## src/rtl/ps2_pkg.sv

```systemverilog
// Shared PS/2 definitions for the host transmitter and the keyboard receiver.
package ps2_pkg;

  typedef enum logic [2:0] {
    IDLE,
    INHIBIT,
    REQ,
    DATA,
    STOP_W,
    ACK,
    RELEASE
  } ps2_state_t;

  localparam logic [7:0] PS2_CMD_SET_LEDS = 8'hED;
  localparam logic [7:0] PS2_CMD_ENABLE   = 8'hF4;
  localparam logic [7:0] PS2_CMD_RESET    = 8'hFF;
  localparam logic [7:0] PS2_ACK_BYTE     = 8'hFA;

  function automatic logic odd_parity(input logic [7:0] b);
    return ~^b;
  endfunction

endpackage

```

## src/rtl/ps2_line_filter.sv

```systemverilog
// PS/2 pad conditioner: 2-flop synchronizer, FILTER_LEN-sample glitch filter
// and a one-cycle pulse on each accepted 1->0 transition.
module ps2_line_filter #(
  parameter int FILTER_LEN = 8
) (
  input  logic clock,
  input  logic reset,
  input  logic pad,
  output logic level,
  output logic fall
);

  localparam int CW = (FILTER_LEN > 1) ? $clog2(FILTER_LEN) : 1;
  localparam logic [CW-1:0] CNT_LAST = CW'(FILTER_LEN - 1);

  logic          sync1;
  logic          sync2;
  logic [CW-1:0] cnt;

  // Idle PS/2 lines are pulled high, so reset to 1 to avoid a false edge.
  always_ff @(posedge clock or posedge reset) begin
    if (reset) begin
      sync1 <= 1'b1;
      sync2 <= 1'b1;
      level <= 1'b1;
      cnt   <= '0;
      fall  <= 1'b0;
    end else begin
      sync1 <= pad;
      sync2 <= sync1;
      fall  <= 1'b0;
      if (sync2 == level) begin
        cnt <= '0;
      end else if (cnt == CNT_LAST) begin
        level <= sync2;
        cnt   <= '0;
        fall  <= ~sync2;
      end else begin
        cnt <= cnt + CW'(1);
      end
    end
  end

endmodule

```

## src/rtl/ps2_host_tx.sv

```systemverilog
// PS/2 host-to-device command transmitter driving open-drain output-enables.
// Optional PS2_TX_RETRY_EN resends the latched byte up to MAX_RETRY times on failure.
module ps2_host_tx
  import ps2_pkg::*;
#(
  parameter int CLK_FREQ_HZ = 50000000,
  parameter int INHIBIT_US  = 120,
  parameter int TIMEOUT_US  = 2000,
  parameter int FILTER_LEN  = 8
`ifdef PS2_TX_RETRY_EN
  , parameter int MAX_RETRY = 2
`endif
) (
  input  logic       clock,
  input  logic       reset,
  input  logic       tx_valid,
  input  logic [7:0] tx_data,
  output logic       tx_ready,
  input  logic       ps2c_in,
  input  logic       ps2d_in,
  output logic       ps2c_oe,
  output logic       ps2d_oe,
  output logic       tx_done,
  output logic       tx_error,
  output logic       busy
);

  localparam int CYC_PER_US  = CLK_FREQ_HZ / 1000000;
  localparam int INHIBIT_CYC = CYC_PER_US * INHIBIT_US;
  localparam int TIMEOUT_CYC = CYC_PER_US * TIMEOUT_US;
  localparam int TMR_MAX     = (INHIBIT_CYC > TIMEOUT_CYC) ? INHIBIT_CYC : TIMEOUT_CYC;
  localparam int TW          = $clog2(TMR_MAX + 1);
  localparam logic [TW-1:0] INHIBIT_LOAD = TW'(INHIBIT_CYC - 1);
  localparam logic [TW-1:0] TIMEOUT_LOAD = TW'(TIMEOUT_CYC - 1);

  ps2_state_t    state, state_nx;
  logic [8:0]    shreg;
  logic [3:0]    bit_idx;
  logic          d_oe_r;
  logic [TW-1:0] tmr;
  logic          accept, fail, done, tmo, can_retry;
  logic          lev_c, fall_c, lev_d, unused_fall_d;

  ps2_line_filter #(.FILTER_LEN(FILTER_LEN)) u_filt_c (
    .clock(clock), .reset(reset), .pad(ps2c_in), .level(lev_c), .fall(fall_c)
  );

  ps2_line_filter #(.FILTER_LEN(FILTER_LEN)) u_filt_d (
    .clock(clock), .reset(reset), .pad(ps2d_in), .level(lev_d), .fall(unused_fall_d)
  );

  assign accept = tx_valid && (state == IDLE);

`ifdef PS2_TX_RETRY_EN
  localparam int RW = (MAX_RETRY > 0) ? $clog2(MAX_RETRY + 1) : 1;
  logic [RW-1:0] retry_cnt;

  assign can_retry = (retry_cnt < RW'(MAX_RETRY));

  always_ff @(posedge clock or posedge reset) begin
    if (reset)                  retry_cnt <= '0;
    else if (accept)            retry_cnt <= '0;
    else if (fail && can_retry) retry_cnt <= retry_cnt + RW'(1);
  end
`else
  assign can_retry = 1'b0;
`endif

  always_ff @(posedge clock or posedge reset) begin
    if (reset) state <= IDLE;
    else       state <= state_nx;
  end

  // A device clock edge always beats a timer expiring in the same cycle.
  always_comb begin
    state_nx = state;
    fail     = 1'b0;
    done     = 1'b0;
    tmo      = (tmr == '0) && !fall_c;
    case (state)
      IDLE:    if (accept) state_nx = INHIBIT;
      INHIBIT: if (d_oe_r) state_nx = REQ;
      REQ: begin
        if (fall_c)   state_nx = DATA;
        else if (tmo) fail = 1'b1;
      end
      DATA: begin
        if (fall_c) begin
          if (bit_idx == 4'd8) state_nx = STOP_W;
        end else if (tmo) begin
          fail = 1'b1;
        end
      end
      STOP_W: begin
        if (fall_c)   state_nx = ACK;
        else if (tmo) fail = 1'b1;
      end
      ACK: begin
        if (fall_c) begin
          if (lev_d) fail = 1'b1;
          else       state_nx = RELEASE;
        end else if (tmo) begin
          fail = 1'b1;
        end
      end
      RELEASE: begin
        if (lev_c && lev_d) begin
          done     = 1'b1;
          state_nx = IDLE;
        end else if (tmo) begin
          fail = 1'b1;
        end
      end
      default: state_nx = IDLE;
    endcase
    if (fail) state_nx = can_retry ? INHIBIT : IDLE;
  end

  always_comb begin
    ps2c_oe  = (state == INHIBIT);
    ps2d_oe  = d_oe_r;
    busy     = (state != IDLE);
    tx_ready = (state == IDLE);
    tx_done  = done;
    tx_error = fail && !can_retry;
  end

  // shreg holds {parity, data}; bit_idx selects the next bit to drive.
  always_ff @(posedge clock or posedge reset) begin
    if (reset) begin
      shreg   <= '0;
      bit_idx <= '0;
      d_oe_r  <= 1'b0;
      tmr     <= '0;
    end else if (fail) begin
      d_oe_r <= 1'b0;
      tmr    <= INHIBIT_LOAD;
    end else begin
      case (state)
        IDLE: begin
          if (accept) begin
            shreg <= {odd_parity(tx_data), tx_data};
            tmr   <= INHIBIT_LOAD;
          end
        end
        INHIBIT: begin
          if (d_oe_r)          tmr    <= TIMEOUT_LOAD;
          else if (tmr == '0)  d_oe_r <= 1'b1;
          else                 tmr    <= tmr - TW'(1);
        end
        default: begin
          if (fall_c)          tmr <= TIMEOUT_LOAD;
          else if (tmr != '0)  tmr <= tmr - TW'(1);
          if (fall_c) begin
            case (state)
              REQ: begin
                d_oe_r  <= ~shreg[0];
                bit_idx <= 4'd1;
              end
              DATA: begin
                d_oe_r  <= ~shreg[bit_idx];
                bit_idx <= bit_idx + 4'd1;
              end
              STOP_W:  d_oe_r <= 1'b0;
              default: ;
            endcase
          end
        end
      endcase
    end
  end

endmodule

```

## config.mk

```make
export PLATFORM = sky130hd
export DESIGN_NAME = ps2_host_tx
export DESIGN_NICKNAME = d
export VERILOG_FILES = /design/src/rtl/ps2_pkg.sv /design/src/rtl/ps2_line_filter.sv /design/src/rtl/ps2_host_tx.sv
export SDC_FILE = /design/constraint.sdc
export NUM_CORES = 1
export LEC_CHECK = 0
export CORE_ASPECT_RATIO = 1.4
export CORE_MARGIN = 2
export CORE_UTILIZATION = 62
export CTS_BUF_LIST = sky130_fd_sc_hd__clkbuf_16
export CTS_CLUSTER_DIAMETER = 60
export CTS_CLUSTER_SIZE = 10
export DETAILED_ROUTE_END_ITERATION = 6
export MAX_ROUTING_LAYER = met4
export PLACE_DENSITY = 0.83
export SETUP_SLACK_MARGIN = 0.2
export SYNTH_ARGS = -nofsm -noshare
export SYNTH_HDL_FRONTEND = slang
export SYNTH_SLANG_ARGS = --single-unit
```

## constraint.sdc

```tcl
create_clock -name clock -period 6.2 [get_ports clock]
set_clock_uncertainty 0.05 [all_clocks]
set_input_delay 0.62 -clock clock [delete_from_list [all_inputs] [get_ports clock]]
set_output_delay 0.62 -clock clock [all_outputs]
set_load 0.02 [all_outputs]
```

# Word-level counts from Yosys, hierarchy flattened
# Cells that the tools add are included.
classes:
  addsub: 4
  magnitude_cmp: 1
  n_eq_ne: 22
  mux: 41
  bitwise_logic: 7
  reduce_logical: 22
ops:
  columns: ["op", "n"]
  rows:
  - ["$mux 17", 6]
  - ["$mux 3", 14]
  - ["$pmux 17 s2", 1]
  - ["$pmux 3 s7", 1]
  - ["$logic_not 17->1", 1]
  - ["$reduce_bool 17->1", 1]
  - ["$sub 17x1->17 const B", 1]
  - ["$eq 3x3->1 const B", 5]
  - ["$mux 1", 14]
  - ["$ne 3x2->1 const B", 4]
  - ["$reduce_bool 5->1", 2]
  - ["$ne 3x3->1 const B", 3]
  - ["$reduce_and 3->1", 3]
  - ["$reduce_and 9->1", 1]
  - ["$pmux 4 s2", 1]
  - ["$reduce_xnor 8->1", 1]
  - ["$not 1->1", 7]
  - ["$add 3x1->3 const B", 2]
  - ["$eq 3x2->1 const B", 2]
  - ["$ne 3x1->1 const B", 2]
  - ["$pmux 1 s3", 2]
  - ["$reduce_bool 3->1", 2]
  - ["$lt 4x5->1 const B", 1]
  - ["$add 4x1->4 const B", 1]
  - ["15 further kinds", 19]
word_totals:
  reg_bits: 47
  inputBits: 13
  output_inout_bits: 6
  wordCells: 111

# Depth between registers and ports, before layout
# Gate-level depths: netlist (run 1).
depth:
  word_depth: 7
  ltp_mapped: 8
  ltp_nobuf: 7

# Cells and area by module
# Synthesis (run 1) repeated with hierarchy kept, for this count alone.
hier_totals:
  cells_unflattened: 276
  area_unflattened_um2: 2760.1
modules_own_cells:
  columns: ["mod", "instances", "cells_per_inst", "area_per_inst_um2", "seq_area_each_um2"]
  rows:
  - ["ps2_host_tx", 1, 244, 2229.6, 850.8]
  - ["ps2_line_filter", 2, 16, 265.3, 178.9]

# Least setup slack after synthesis (run 1)
# Ideal clock, no wire load.
synth_timing:
  path_type: "reg2out"
  start: "register tmr[3]"
  end: "output port tx_error"
  t_arrival_ns: 1.719
  required_ns: 5.530
  setup_slack_ns: 3.811
  path_stages_with_launch: 4
  path_buffers: 0
  path_cell_list: "dfrtp_1 -> nor4_2 -> nand4_1 -> o2bb2ai_1"
synth_between:
  elab_chain_cells: 5
  elab_cells_between_ends: 7
  classes_between: "mux (5); reduce/logical (2)"
synth_rtl:
  columns: ["element", "line", "text"]
  rows:
  - ["start: declaration", "ps2_host_tx.sv:40", "logic [TW-1:0] tmr;"]
  - ["start signal: assignment", "ps2_host_tx.sv:149", "else tmr <= tmr - TW'(1);"]
  - ["start signal: assignment", "ps2_host_tx.sv:153", "else if (tmr != '0) tmr <= tmr - TW'(1);"]
  - ["$logic_not 17->1 *", "ps2_host_tx.sv:79", "tmo = (tmr == '0) && !fall_c;"]
  - ["$logic_and 1x1->1 *", "ps2_host_tx.sv:79", null]
  - ["$mux 1 *", null, null]
  - ["$mux 1 (on tied branches)", "ps2_host_tx.sv:107, ps2_host_tx.sv:84, ps2_host_tx.sv:99", null]
  - ["$pmux 1 s3 *", "ps2_host_tx.sv:80", "case (state)"]
  - ["end: declaration", "ps2_host_tx.sv:24", "output logic tx_error,"]
# Mark *: on every way between the ends. The rest lies on a longest branch, timed or not.

# Final worst setup path (run 1)
layout_timing:
  start: "register tmr[2]"
  end: "output port tx_error"
# Same word-level chain as after synthesis.

==> out/qor.txt, run 1 <==
FFs w/ async S/R, synth = 100%
Setup Buffers After CTS = 0
final setup TNS = 0 ns
Synth Area in Simple Gates = 22.2%
Yosys top cell by area = dfrtp_1
MaxCap Viol Count = 0
Slew headroom = 36.3%
post-route DRC violation count = 0
Nets = 301
Yosys Warn Count = 0
final wirelength = 5500 µm
status = finished clean
CP Data Arrival Time = 2.82 ns
Initial Util = 64.3%
clk buf depth = 2
CP Launch Type = register
gr ovfl total = 0
setup violators final = 0
fin crit period = 3.49 ns
cell leakage power = 1.19 nW
Critical Path Fanout Max = 7
Layout fillers = 319
vias in the first global route = 2,019
power per cell area = 428 nW/µm²
number of synthesized register bits = 47
total track usage = 26.8%
register area share after synthesis = 43.8%
initial antenna violation count = 0
max-slew violations = 0
clock root buffer = clkbuf_16
type of the worst min-delay path = reg -> reg
die footprint = 4910 µm²
row cnt = 28
syn avg cell area = 9.97 µm²
Synth Area in Compound Gates = 15.1%
DRT antenna net count = 0
Area contributors post-synth = dfrtp_1 38%, dfstp_2 5.8%, mux2_2 4.6%
RSZ-0062 raised after global routing = false
Least-Margin Pin Slew = 0.954 ns
Die X = 59.8 µm
maximum VDD drop = 0.000269 V
final core utilization = 71.3%
# diodes = 0
Syn Std Cell Area = 2700 µm²
Yosys top cell area share = 38.0%
H-tree depth = 2
via/cell ratio = 6.39
cts-stage hold buffer count = 0
total CTS buffers = 5
multiplexer share of the synthesized area = 7.64%
Cells after Synth = 271
worst skew pair latency = 0.29 ns
CTS resizes = 0
Main synth FF type = dfrtp_1
Max Fclk = 287 MHz
via count = 2,084
WP data required = 5.53 ns
CTS tree = built
total core area = 4200 µm²
Sink Count = 47
largest net degree at the start of global routing = 48
Post-synth EDFFs = 0
Final Cycle Share = 56.3%
first-pass GRT wire length = 9720 µm
Setup CP Type = reg -> out
Post-Synth Adder-Cell Area = 3.70%
wire per inst = 16.9 µm
area grow syn2layout = 10.8%
Worst-path clk slew = 0.06 ns
layout cells sized above 1 = 12.1%
Final Hold Viols = 0
TritonRoute pass-1 iters = 4
largest family of logic cells by synthesized area = simple AND/OR/NAND/NOR gates
gpl congestion = 0.958
Mapped Nets = 292
Port Buffer Count = 18
I/O pin count = 19
Die Ht = 82.1 µm
xor/xnor share of the synthesized area = 2.92%
DP HPWL = 3960 µm
Yosys cell types = 56
Worst setup EP type = output port
Iteration-0 DRC Markers = 136
final timing paths:
check,start,end,slack [ns],cells past startpoint
max,tmr[2],tx_error,2.71,4
min,u_filt_d.sync1,u_filt_d.sync2,0.31,0
max reg2reg,state[0],tmr[3],3.42,5
min reg2reg,u_filt_d.sync1,u_filt_d.sync2,0.31,0
max in group asynchronous,reset,tmr[6],4.69,2
min in group asynchronous,reset,shreg[5],0.82,2
stage by stage:
step / setup slack, ns / cells / instance area [µm²] / total power [mW] / hold WS (ns)
detailed placement: 3.08 / 318 / 2860 / 1.03 / 0.300
finish: 2.71 / 326 / 3000 / 1.28 / 0.310
CTS: 2.75 / 326 / 3000 / 1.29 / 0.309
global placement: 3.13 / 318 / 2860 / 1.00 / 0.297
global route: 2.50 / 326 / 3000 / 1.38 / 0.312
floorplan: 3.81 / 271 / 2700 / 0.910 / 0.295
state kept, by name (all words and copies together), names as in the netlist:
signal	cells
u_filt_c.cnt	3
tmr	17
u_filt_c.sync2	1
ps2d_oe	1
u_filt_c.sync1	1
u_filt_d.level	1
u_filt_d.sync1	1
u_filt_d.cnt	3
u_filt_c.level	1
state	3
u_filt_c.fall	1
bit_idx	4
u_filt_d.sync2	1
shreg	9
report_power, final:
| group | total (mW) | internal (mW) | switching [mW] |
|---|---|---|---|
| sequential | 0.538 | 0.413 | 0.125 |
| combinational | 0.487 | 0.234 | 0.253 |
| clock | 0.256 | 0.147 | 0.110 |
| total | 1.28 | 0.793 | 0.488 |
worst max-delay path, cell delays in order, from the launching register on:
cell and delay (ns):
dfrtp_1 0.44, nor4_2 0.42, nand4_1 0.38, o2bb2ai_1 0.58, clkdlybuf4s50_1 0.71
routing by layer:
metal	vias up	share of wire [%]	GRT usage, %
met1	1005	41	32.0
met2	58	53	45.8
met3	12	3.3	4.05
met5	-	0	-
met4	0	2.6	9.33
li1	1009	-	-
synthesized netlist by cell type (3+ instances only):
| cell type | n |
|---|---|
| mux2i_1 | 6 |
| dfrtp_1 | 41 |
| a21o_1 | 3 |
| or3_1 | 5 |
| or4_1 | 6 |
| o21ai_0 | 14 |
| and2_1 | 7 |
| inv_1 | 11 |
| a21oi_1 | 19 |
| o31ai_1 | 4 |
| or3b_1 | 3 |
| nor2_1 | 10 |
| nand4b_1 | 3 |
| o22ai_1 | 3 |
| ha_1 | 8 |
| nand2b_1 | 5 |
| xnor2_1 | 7 |
| nand3_1 | 5 |
| dfstp_2 | 6 |
| mux2_2 | 11 |
| a31oi_1 | 5 |
| nand2_1 | 19 |
| nor3_1 | 12 |
| o22a_1 | 3 |
| nor4_1 | 5 |
| clkbuf_1 | 11 |
| buf_6 | 3 |
layout by cell type (no fill, tap or decap), types with 4 or more instances in the layout:
cell type and n:
dfstp_2 6, xnor2_1 7, mux2i_1 6, nand2b_1 5, o31ai_1 4, clkbuf_16 5, nor2_1 10, nand2_1 19
clkdlybuf4s50_1 18, nor3_1 12, a21oi_1 19, and2_1 7, or4_1 6, o21ai_0 14, ha_1 8, dfrtp_1 41
a31oi_1 5, nand3_1 5, mux2_2 11, nor4_1 5, inv_1 10, or3_1 5
area by class of cell:
class                   count  area, µm²  area share (%)
inverters                  11       41.3            1.38
well taps                  45       56.3            1.88
repair buffers             18        180            6.02
multi-input cells         197       1390            46.5
clock inverters             3       15.0           0.501
clock buffers               5        125            4.18
flip-flops and latches     47       1180            39.5
cell families after synthesis:
logic type,Yosys count
AO/OA/AOI/OAI,64
buffers and inverters,27
flip-flops,47
AND/OR/NAND/NOR,98
multiplexers,18
XOR/XNOR,9
adder cells (fa/ha/maj),8
Note: power is estimated with default switching activity, not from simulation.
==> run 2: changes to the inputs <==
CORE_UTILIZATION = 53   (was 62)
PLACE_DENSITY = 0.76   (was 0.83)
clock period = 3.1 ns   (was 6.2 ns; I/O delays follow)
==> run 2 against run 1 <==
Effect of this change: critical path depth rose by 2; worst setup slack got worse by 2.3 ns; sequential power rose by 95%; die area rose by 16%; clock-buffer cell count did not move; clock power rose by 140%; sequential share of layout area fell by 1.4 points; global-route usage fell by 3.6 points; flip-flop and latch count did not move; largest cell class unchanged; highest routed layer unchanged.
==> out/qor.txt, run 2 (synthesis gave the netlist of run 1 again) <==
status = finished clean
CTS resizes = 0
initial antenna violation count = 0
hold_sp = u_filt_c.sync1
DRT antenna net count = 0
Sink Count = 47
Iteration-0 DRC Markers = 149
final core utilization = 63.6%
max-slew violations = 0
cell leakage power = 1.24 nW
cts-stage hold buffer count = 0
wire per inst = 16.5 µm
power per cell area = 871 nW/µm²
Worst setup EP type = output port
RSZ-0062 raised after global routing = false
area grow syn2layout = 14.8%
I/O pin count = 19
post-route DRC violation count = 0
P_int = 1.70 mW
total CTS buffers = 5
Reg power frac = 38.8%
DP HPWL = 4180 µm
final wirelength = 5820 µm
largest net degree at the start of global routing = 48
layout cells sized above 1 = 14.9%
die footprint = 5690 µm²
worst skew pair latency = 0.29 ns
Initial Util = 55.4%
Largest Register = tmr
dpl cells = 342
type of the worst min-delay path = reg -> reg
Port Buffer Count = 18
Critical Path Fanout Max = 4
most frequent cells in the layout = 41 x dfrtp_1, 19 x nand2_1, 19 x a21oi_1, 18 x clkdlybuf4s50_1, 14 x o21ai_0
switching power of the nets = 1.00 mW
via count = 2,183
Least-Margin Pin Slew = 0.957 ns
Setup CP Type = reg -> out
TritonRoute pass-1 iters = 4
vias in the first global route = 2,145
Max Fclk = 378 MHz
Largest register FFs = 17
WP data required = 2.74 ns
final setup TNS = 0 ns
pre-CTS setup slack = 0.605 ns
Top Registers = tmr (17), shreg (9), bit_idx (4)
Nets = 308
total core area = 4880 µm²
PnR worst setup slack = 0.453 ns
fin crit period = 2.65 ns
MaxCap Viol Count = 0
total track usage = 23.2%
first-pass GRT wire length = 9980 µm
combinational power share = 38.4%
Switching Share = 37.2%
gpl congestion = 0.925
Final Hold Viols = 0
final non-filler cell total = 352
clock root buffer = clkbuf_16
Slew headroom = 36.1%
clk buf depth = 2
H-tree depth = 2
row cnt = 30
gr ovfl total = 0
Clk pwr share = 22.8%
Layout fillers = 410
maximum VDD drop = 0.000573 V
Worst-path clk slew = 0.06 ns
WHS = 0.309 ns
setup violators final = 0
Die X = 64.4 µm
Final Cycle Share = 85.4%
reg2reg start = state[1]
most common cell after layout, fill and taps aside = dfrtp_1
# diodes = 0
Die Ht = 88.5 µm
CP Launch Point = tmr[0]
CP Data Arrival Time = 2.29 ns
via/cell ratio = 6.20
CTS tree = built
CP Launch Type = register
## run 2: cell count changes in the layout (fill, tap and decap cells not counted), sizes merged
cell    change
inv         +1
clkinv      -2
bufinv      +1
buf         +7
## run 2: cell type report
class                      count  area (µm²)  area share (%)
multi-input combinational    197        1390            44.9
sequential                    47        1180            38.1
timing repair buffer          25         233            7.50
clock buffer                   5         125            4.03
tap                           64        80.1            2.58
clock inverter                 3        46.3            1.49
inverter                      11        41.3            1.33
## run 2: layer usage
| metal | part of all wire [%] | global-route usage, % |
|---|---|---|
| met2 | 55 | 42.6 |
| met5 | 0 | - |
| met4 | 2.4 | 9.48 |
| met3 | 3.2 | 3.56 |
| met1 | 40 | 24.9 |
## run 2: what timing repair did
action	CTS	global route
endpoints found under the hold margin	0	0
setup buffers	0	2
endpoints found under the setup margin	0	1
## run 2: worst paths after layout
path	to	slack, ns	cells after the start
hold reg to reg	u_filt_c.sync2	0.31	0
setup / recovery	tx_error	0.45	6
max in group asynchronous	state[2]	1.88	2
setup reg to reg	tmr[12]	0.62	5
hold / removal	u_filt_c.sync2	0.31	0
min in group asynchronous	u_filt_d.cnt[2]	0.51	2
## run 2: per-stage QoR
step | instance area, µm² | power, mW
finish | 3100 | 2.70
global placement | 2920 | 2.04
floorplan | 2700 | 1.82
global route | 3100 | 2.87
CTS | 3090 | 2.71
detailed placement | 2920 | 2.07
## run 2: power by group through the flow
stage	clock network, mW	registers [mW]	logic [mW]
global placement	0	1.04	1.00
floorplan	0	0.946	0.873
detailed placement	0	1.05	1.03
global route	0.651	1.08	1.14
finish	0.616	1.05	1.04
CTS	0.630	1.04	1.04
## run 2: critical path, cell delays in order (launching register included)
cell             delay (ns)
dfrtp_1                0.39
inv_1                  0.11
ha_1                   0.15
nor4b_1                0.25
nand4_1                0.24
o2bb2ai_1              0.24
clkdlybuf4s50_1        0.63
